File: config.mk
export PLATFORM = sky130hd
export DESIGN_NAME = hrfp_adder_stream
export DESIGN_NICKNAME = d
export VERILOG_FILES = /design/src/rtl/hrfp_adder_stream.sv
export SDC_FILE = /design/constraint.sdc
export NUM_CORES = 1
export LEC_CHECK = 0
export CORE_MARGIN = 2
export CORE_UTILIZATION = 53
export CTS_BUF_LIST = sky130_fd_sc_hd__clkbuf_2
export DETAILED_ROUTE_END_ITERATION = 6
export PLACE_DENSITY = 0.81
export SETUP_SLACK_MARGIN = 0.4
export SYNTH_ARGS = -nofsm -noshare
export SYNTH_HDL_FRONTEND = slang
export SYNTH_SLANG_ARGS = --single-unit
File: constraint.sdc
create_clock -name clk -period 20.9 [get_ports clk]
set_clock_uncertainty 0.15 [all_clocks]
set_input_delay 4.18 -clock clk [delete_from_list [all_inputs] [get_ports clk]]
set_output_delay 4.18 -clock clk [all_outputs]
set_load 0.01 [all_outputs]
File: src/rtl/hrfp_adder_stream.sv
// Radix-16 floating-point adder/subtractor: six-stage pipeline (compare, swap, align, add,
// normalise, round) with valid/ready backpressure and an opaque tag carried alongside each op.
module hrfp_adder_stream #(
   parameter  int EXP_W  = 7,
   parameter  int MANT_W = 28,
   parameter  int TAG_W  = 4,
   localparam int W      = 1 + EXP_W + MANT_W
) (
   input  logic             clk,
   input  logic             rst_n,
   input  logic             in_valid,
   output logic             in_ready,
   input  logic [W-1:0]     op_a,
   input  logic [W-1:0]     op_b,
   input  logic             sub,
   input  logic [TAG_W-1:0] in_tag,
   output logic             out_valid,
   input  logic             out_ready,
   output logic [W-1:0]     result,
   output logic [TAG_W-1:0] out_tag
);
   localparam int STAGES = 6;
   localparam int XW     = MANT_W + 4;          // mantissa plus one guard digit
   localparam int SAT    = MANT_W / 4 + 2;
   localparam int DW     = $clog2(SAT + 1);
   localparam int AW     = XW + SAT * 4;
   localparam int EW     = EXP_W + 2;           // two's complement, room for carry and underflow
   localparam int LZW    = $clog2(XW / 4 + 1);
   localparam logic [EXP_W-1:0] EMAX = '1;
   localparam logic [EW-1:0]    EINF = EW'((1 << EXP_W) - 1);
   localparam logic [W-1:0]     QNAN = {1'b0, EMAX, 1'b1, {(MANT_W-1){1'b0}}};

   logic                advance;
   logic [STAGES:1]     vld_pipe;
   logic [TAG_W-1:0]    tag_q [1:STAGES-1];
   logic                spf_q [1:STAGES-1];
   logic [W-1:0]        spw_q [1:STAGES-1];

   assign out_valid = vld_pipe[STAGES];
   assign advance   = !out_valid || out_ready;
   assign in_ready  = advance;

   // stage 1 inputs: unpack, effective sign of B, specials, magnitude compare
   logic              sa, sb, swap, spf;
   logic [EXP_W-1:0]  ea, eb;
   logic [MANT_W-1:0] ma, mb;
   logic [W-1:0]      spw;
   always_comb begin
      sa   = op_a[W-1];
      sb   = op_b[W-1] ^ sub;
      ea   = op_a[W-2 -: EXP_W];
      eb   = op_b[W-2 -: EXP_W];
      ma   = op_a[MANT_W-1:0];
      mb   = op_b[MANT_W-1:0];
      swap = {eb, mb} > {ea, ma};
      spf  = 1'b1;
      spw  = QNAN;
      if ((ea == EMAX && ma != '0) || (eb == EMAX && mb != '0) ||
          (ea == EMAX && eb == EMAX && sa != sb))
         spw = QNAN;
      else if (ea == EMAX)
         spw = {sa, EMAX, {MANT_W{1'b0}}};
      else if (eb == EMAX)
         spw = {sb, EMAX, {MANT_W{1'b0}}};
      else
         spf = 1'b0;
   end

   logic              s1_sa, s1_sb, s1_swap;
   logic [EXP_W-1:0]  s1_ea, s1_eb;
   logic [MANT_W-1:0] s1_ma, s1_mb;
   logic [EXP_W-1:0]  e2_big, e2_dif;
   always_comb begin
      e2_big = s1_swap ? s1_eb : s1_ea;
      e2_dif = e2_big - (s1_swap ? s1_ea : s1_eb);
   end

   logic              s2_s, s2_sub;
   logic [EXP_W-1:0]  s2_e;
   logic [MANT_W-1:0] s2_mbig, s2_msml;
   logic [DW-1:0]     s2_diff;
   logic [AW-1:0]     sh3;
   assign sh3 = {s2_msml, {(AW-MANT_W){1'b0}}} >> {s2_diff, 2'b00};

   logic              s3_s, s3_sub, s3_stk;
   logic [EXP_W-1:0]  s3_e;
   logic [XW-1:0]     s3_big, s3_aln;
   logic [XW:0]       sum4;
   // sticky enters as a borrow so the difference stays below the exact value
   assign sum4 = s3_sub ? ({1'b0, s3_big} - {1'b0, s3_aln} - {{XW{1'b0}}, s3_stk})
                        : ({1'b0, s3_big} + {1'b0, s3_aln});

   logic              s4_s, s4_stk;
   logic [EXP_W-1:0]  s4_e;
   logic [XW:0]       s4_sum;
   logic [XW-1:0]     nx5;
   logic              st5, hit5;
   logic [EW-1:0]     e5;
   logic [LZW-1:0]    lz5;
   always_comb begin
      nx5 = s4_sum[XW] ? s4_sum[XW:4] : s4_sum[XW-1:0];
      st5 = s4_stk | (s4_sum[XW] & (|s4_sum[3:0]));
      e5  = {{(EW-EXP_W){1'b0}}, s4_e} + {{(EW-1){1'b0}}, s4_sum[XW]};
      lz5  = '0;
      hit5 = 1'b0;
      for (int i = XW/4 - 1; i >= 0; i--) begin
         if (!hit5 && nx5[i*4 +: 4] == 4'h0) lz5 = lz5 + LZW'(1);
         else hit5 = 1'b1;
      end
   end

   logic              s5_s, s5_stk, s5_zero;
   logic [EW-1:0]     s5_e, e6;
   logic [XW-1:0]     s5_m;
   logic [MANT_W-1:0] m6, mf6;
   logic [MANT_W:0]   mr6;
   logic [3:0]        g6;
   logic              up6;
   logic [W-1:0]      res6;
   always_comb begin
      m6  = s5_m[XW-1:4];
      g6  = s5_m[3:0];
      up6 = (g6 > 4'h8) || (g6 == 4'h8 && (s5_stk || m6[0]));
      mr6 = {1'b0, m6} + {{MANT_W{1'b0}}, up6};
      e6  = s5_e + {{(EW-1){1'b0}}, mr6[MANT_W]};
      mf6 = mr6[MANT_W] ? {4'h1, {(MANT_W-4){1'b0}}} : mr6[MANT_W-1:0];
      if (spf_q[STAGES-1])
         res6 = spw_q[STAGES-1];
      else if (s5_zero || e6[EW-1])
         res6 = '0;
      else if (e6 >= EINF)
         res6 = {s5_s, EMAX, {MANT_W{1'b0}}};
      else
         res6 = {s5_s, e6[EXP_W-1:0], mf6};
   end

   always_ff @(posedge clk) begin
      if (advance) begin
         tag_q[1] <= in_tag;
         spf_q[1] <= spf;
         spw_q[1] <= spw;
         for (int i = 2; i < STAGES; i++) begin
            tag_q[i] <= tag_q[i-1];
            spf_q[i] <= spf_q[i-1];
            spw_q[i] <= spw_q[i-1];
         end
         s1_sa   <= sa;
         s1_sb   <= sb;
         s1_ea   <= ea;
         s1_eb   <= eb;
         s1_ma   <= ma;
         s1_mb   <= mb;
         s1_swap <= swap;
         s2_s    <= s1_swap ? s1_sb : s1_sa;
         s2_sub  <= s1_sa ^ s1_sb;
         s2_e    <= e2_big;
         s2_mbig <= s1_swap ? s1_mb : s1_ma;
         s2_msml <= s1_swap ? s1_ma : s1_mb;
         s2_diff <= (e2_dif > EXP_W'(SAT)) ? DW'(SAT) : e2_dif[DW-1:0];
         s3_s    <= s2_s;
         s3_sub  <= s2_sub;
         s3_e    <= s2_e;
         s3_big  <= {s2_mbig, 4'h0};
         s3_aln  <= sh3[AW-1 -: XW];
         s3_stk  <= |sh3[AW-XW-1:0];
         s4_s    <= s3_s;
         s4_e    <= s3_e;
         s4_sum  <= sum4;
         s4_stk  <= s3_stk;
         s5_s    <= s4_s;
         s5_stk  <= st5;
         s5_zero <= (nx5 == '0);
         s5_m    <= nx5 << {lz5, 2'b00};
         s5_e    <= e5 - {{(EW-LZW){1'b0}}, lz5};
      end
   end

   always_ff @(posedge clk or negedge rst_n) begin
      if (!rst_n) begin
         vld_pipe <= '0;
         result   <= '0;
         out_tag  <= '0;
      end else if (advance) begin
         vld_pipe <= {vld_pipe[STAGES-1:1], in_valid};
         result   <= res6;
         out_tag  <= tag_q[STAGES-1];
      end
   end
endmodule

# --- Word-level counts from Yosys, hierarchy flattened ---
# Memories as Yosys holds them, arrays and structs flattened. A register that Yosys moved wholly into a read port is not among the register bits.
# Index checks and enable logic that the tools add are counted.
totals:
  reg_bits: 340
  in_bits: 81
  mem_bits_rw: 205
  word_cells: 135
  output_inout_bits: 42
  memories: 3
classes:
  addsub: 15
  reduce_logical: 39
  n_eq_ne: 4
  n_mux: 34
  magnitude_cmp: 4
  bitwise_logic: 4
  shift: 2
memory_table:
  columns: ["name", "words", "width", "read_ports", "rd_ports_with_merged_regs", "write_ports", "line", "rtl"]
  rows:
  - ["spw_q", 5, 36, 5, 0, 5, "37", "logic [W-1:0] spw_q [1:STAGES-1];"]
  - ["tag_q", 5, 4, 5, 1, 5, "35", "logic [TAG_W-1:0] tag_q [1:STAGES-1];"]
  - ["spf_q", 5, 1, 5, 0, 5, "36", "logic spf_q [1:STAGES-1];"]
ops:
  columns: ["cell", "n"]
  rows:
  - ["two-way mux 36 bit", 5]
  - ["two-way mux 28 bit", 3]
  - [">> shifter 68 x 6 -> 68 bit", 1]
  - ["nonzero test 28 bit", 2]
  - ["OR reduction 36 bit", 1]
  - ["> comparator 35 bit", 1]
  - ["two-way mux 35 bit", 1]
  - ["adder 32 x 32 -> 33 bit", 1]
  - ["two-way mux 33 bit", 1]
  - ["subtractor 32 x 32 -> 33 bit", 1]
  - ["subtractor 33 x 1 -> 33 bit", 1]
  - ["zero test 32 bit", 1]
  - ["zero test 4 bit", 8]
  - ["two-way mux 32 bit", 1]
  - ["left shift 32 x 6 -> 32 bit", 1]
  - ["adder 28 x 1 -> 29 bit", 1]
  - ["adder 4 x 1 -> 4 bit, second input constant", 7]
  - ["two-way mux 4 bit", 7]
  - ["== test 7 bit, second input constant", 2]
  - ["two-way mux 1 bit", 14]
  - ["two-way mux 7 bit", 2]
  - ["logical AND 1 bit", 12]
  - ["adder 9 x 1 -> 9 bit", 1]
  - ["greater-or-equal comparator 9 x 7 -> 1 bit, second input constant", 1]
  - ["13 further kinds", 26]

# --- Depth between registers and ports, before layout ---
logic_depth:
  ltp_word: 23
  ltp_mapped: 32
  depth_no_buf: 31

# --- Worst setup path after synthesis ---
# No wires, ideal clock.
synth_timing:
  path_kind: "input-to-output"
  startpoint: "input out_ready"
  endpoint: "output in_ready"
  path_slack_ps: 2877
  path_buffers: 2
  t_required_ps: 16570
  arrival_ps: 13693
  stages: 4
  cell_sequence: "nor2b_1 > clkbuf_1 > inv_2 > buf_1"
synth_via:
  elab_chain_cells: 1
synth_rtl:
  columns: ["element", "line", "rtl"]
  rows:
  - ["start, declared", "18", "input logic out_ready,"]
  - ["logical OR 1 bit", "40", "assign advance = !out_valid || out_ready;"]
  - ["end, declared", "12", "output logic in_ready,"]
# Every way passes these cells.

# --- Final worst setup path ---
# Same ends and word-level chain as after synthesis.

==> results.json <==
{
  "outcome": "finished clean",
  "multi_input_area_um2": 9290,
  "cpLargestDelayFamily": "buffers and inverters",
  "r2r_slack_ns": 13.57,
  "start_util_pct": 53.6,
  "drt-initial-drc-count": 919,
  "syn_area_um2": 21300,
  "ir_drop_uv": 57.2,
  "synth_ff_type": "edfxtp_1",
  "rr_worst_depth": 29,
  "worstReg2RegEnd": "s5_e[7]$_DFFE_PP_",
  "synth-seq-cells": 379,
  "async_flop_share_pct": 12.1,
  "drv_cap": 0,
  "dp_slack_ns": 9.98,
  "synth-edff-count": 333,
  "cpMaxStageDelayCell": "nor2b_4",
  "via_per_inst": 5.47,
  "grt_pass1_wl_um": 70100,
  "gp_congestion": 0.910,
  "clk_latency_ns": 0.99,
  "period_minus_slack_ns": 10.86,
  "powerDensity_nw_per_um2": 149,
  "ff_latch_area_um2": 11200,
  "setup_viol": 0,
  "synth_nets": 2135,
  "synth_warnings": 0,
  "fin_crit_sh_pct": 51.9,
  "worstSetupStartpointType": "input pin",
  "cts.sinks": 379,
  "ys_seq_area_share_pct": 52.4,
  "nFillCells": 3229,
  "rsz0062_at_grt": "no",
  "synthCells": 1899,
  "cts_buffer_depth": 3,
  "worstPathArrival_ns": 6.53,
  "holdCritStartpoint": "s2_e[2]$_DFFE_PP_",
  "drcViolationCount": 0,
  "crit_required_ns": 16.57,
  "synth_area_per_cell_um2": 11.2,
  "drtPass1Iterations": 5,
  "htree_levels": 3,
  "cp-end-kind": "output pin",
  "die_w_um": 204,
  "min_to": "s3_e[2]$_DFFE_PP_",
  "worst_slew_pin_slew_ns": 1.20,
  "p_leak_nw": 9.69,
  "drtAntennaViolNets": 0,
  "grt_max_degree": 163,
  "path_common_cell": "clkdlybuf4s50_1",
  "numCtsBuffers": 92,
  "layout.nets": 2298,
  "routedWlPerCell_um": 16.2,
  "boundaryPins": 123,
  "worst_hold_path_type": "flop to flop",
  "worst_path_largest_cell_delay_ns": 0.75,
  "critPathBufInv": 3,
  "portBuffers": 122,
  "post_cts_resized": 0,
  "cts.clk_slew.worst_paths_ns": 0.10,
  "post_cts_buffers": 0,
  "drive_gt1_share_pct": 12.5,
  "hold_depth": 0,
  "worstSetupPathDepth": 4,
  "clockRootBuffer": "clkbuf_2",
  "r2r_start": "s4_sum[32]$_DFFE_PP_",
  "path_max_fanout": 162,
  "synthToLayoutAreaGrowth_pct": 12.2,
  "dp_hpwl_um": 32300,
  "die_h_um": 204,
  "grt_pass1_vias": 14500,
  "synthDistinctLibCells": 78,
  "grt_usage_pct": 20.9,
  "holdBufCountCts": 0,
  "core.rowCount": 73,
  "fin_setup_tns_ns": 0,
  "dieArea_um2": 41800,
  "wirelength_um": 43200,
  "fin_ws_ns": 10.04,
  "cts_tree": "built",
  "finalMaxSlewViolations": 0,
  "path_cells": "clkdlybuf4s50_1, nor2b_4, inv_8, clkdlybuf4s50_1",
  "critPathKind": "input pin to output pin",
  "fmax_mhz": 92.1,
  "overflow": 0,
  "hold_viol_final": 0,
  "antenna_found_initial": 2,
  "core-area_um2": 39700,
  "via_count": 14500,
  "relSlewSlack_pct": 20.3
}
-- metal layers --
| layer | vias up | wire, um | GRT usage, % |
|---|---|---|---|
| li1 | 7335 | - | - |
| met1 | 6728 | 18400 | 24.8 |
| met4 | 0 | 1630 | 9.73 |
| met5 | - | 0 | 0 |
| met2 | 374 | 21400 | 36.8 |
| met3 | 105 | 1850 | 3.99 |
-- registers in the layout, summed over array words and instances (netlist names), 9 cells and up --
register / count
tag_q: 20
result: 36
s1_mb: 28
s2_msml: 28
s4_sum: 33
s5_m: 32
s2_mbig: 28
spw_q: 10
s3_aln: 32
s1_ma: 28
s5_e: 9
s3_big: 28
-- Yosys cell counts, types with 6 or more instances --
cell      count  area [um^2]
a211oi_1     14          105
a21o_1       28          210
a21oi_1     119          596
a31oi_1      13         81.3
and2_1       15         93.8
and3_1       23          144
buf_1         8         30.0
clkbuf_1     45          169
dfrtp_1      46         1150
edfxtp_1    333        10000
ha_1        152         1900
inv_1       155          582
mux2_2       90         1010
mux2i_1      59          591
nand2_1     144          541
nand2b_1     13         81.3
nand3_1      38          190
nand4_1      20          125
nor2_1      146          548
nor2b_1      20          125
nor3_1       30          150
nor4_1       31          194
o211ai_1      6         45.0
o21a_1       11         82.6
o21ai_0     104          521
o21ai_1       8         40.0
o21bai_1      8         60.1
o31ai_1      11         82.6
o41ai_1       6         52.6
or3_1         7         43.8
xnor2_1      61          534
xor2_1       40          350
-- kinds of logic after synthesis --
logic type / count (synthesis) / share of synthesized area (%)
XOR/XNOR: 101 / 4.16
buffers and inverters: 222 / 4.03
adder cells (fa/ha/maj): 155 / 9.22
AND/OR/NAND/NOR: 512 / 11.5
flip-flops: 379 / 52.4
multiplexers: 151 / 7.65
AO/OA/AOI/OAI: 379 / 11.0
-- through the flow --
stage                     std cells  cell area, um^2  hold WS [ns]  power [W]  util [%]
after floorplan                1899            21300         0.250    0.00266         -
after global placement         2493            23000         0.251    0.00298      57.8
after detailed placement       2493            23000         0.255    0.00304      57.8
after CTS                      2657            23900         0.174    0.00356      60.1
after global routing           2660            23900         0.197    0.00384      60.1
final                          2660            23900         0.199    0.00355      60.1
-- power by group --
part	switching (W)	leakage [nW]	internal, W
Combinational	0.000961	5.08	0.000699
Clock	0.000285	0.665	0.000223
Sequential	0.000173	3.95	0.00121
Total	0.00142	9.69	0.00213
-- layout by cell type (no fill, tap or decap), drive strengths merged, types with 14 or more instances in the layout --
master and n:
edfxtp 333, and3 23, and2 15, clkbuf 135
inv 161, a21oi 119, a31oi 14, mux2i 60
clkdlybuf4s50 121, mux2 91, xor2 40, nor2b 20
nand2 146, nor4 32, a21o 28, nand4 20
clkinv 24, a211oi 14, nand3 39, ha 152
xnor2 61, nor3 30, nor2 147, o21ai 112
dfrtp 46
-- worst max-delay path by stage --
stage | slack (ns) | from | end
CTS | 9.97 | out_ready | in_ready
finish | 10.04 | out_ready | in_ready
global placement | 10.03 | out_ready | in_ready
floorplan | 2.88 | out_ready | in_ready
global route | 9.80 | out_ready | in_ready
detailed placement | 9.98 | out_ready | in_ready
-- cell type report --
type / instances / share of cell area [%]
tap: 525 / 2.75
timing repair buffer: 130 / 5.34
clock buffer: 135 / 2.83
clock inverter: 29 / 0.963
inverter: 161 / 2.56
multi-input combinational: 1298 / 38.9
sequential: 379 / 46.7
antenna: 3 / 0.0314
(Power assumes the default switching activity.)
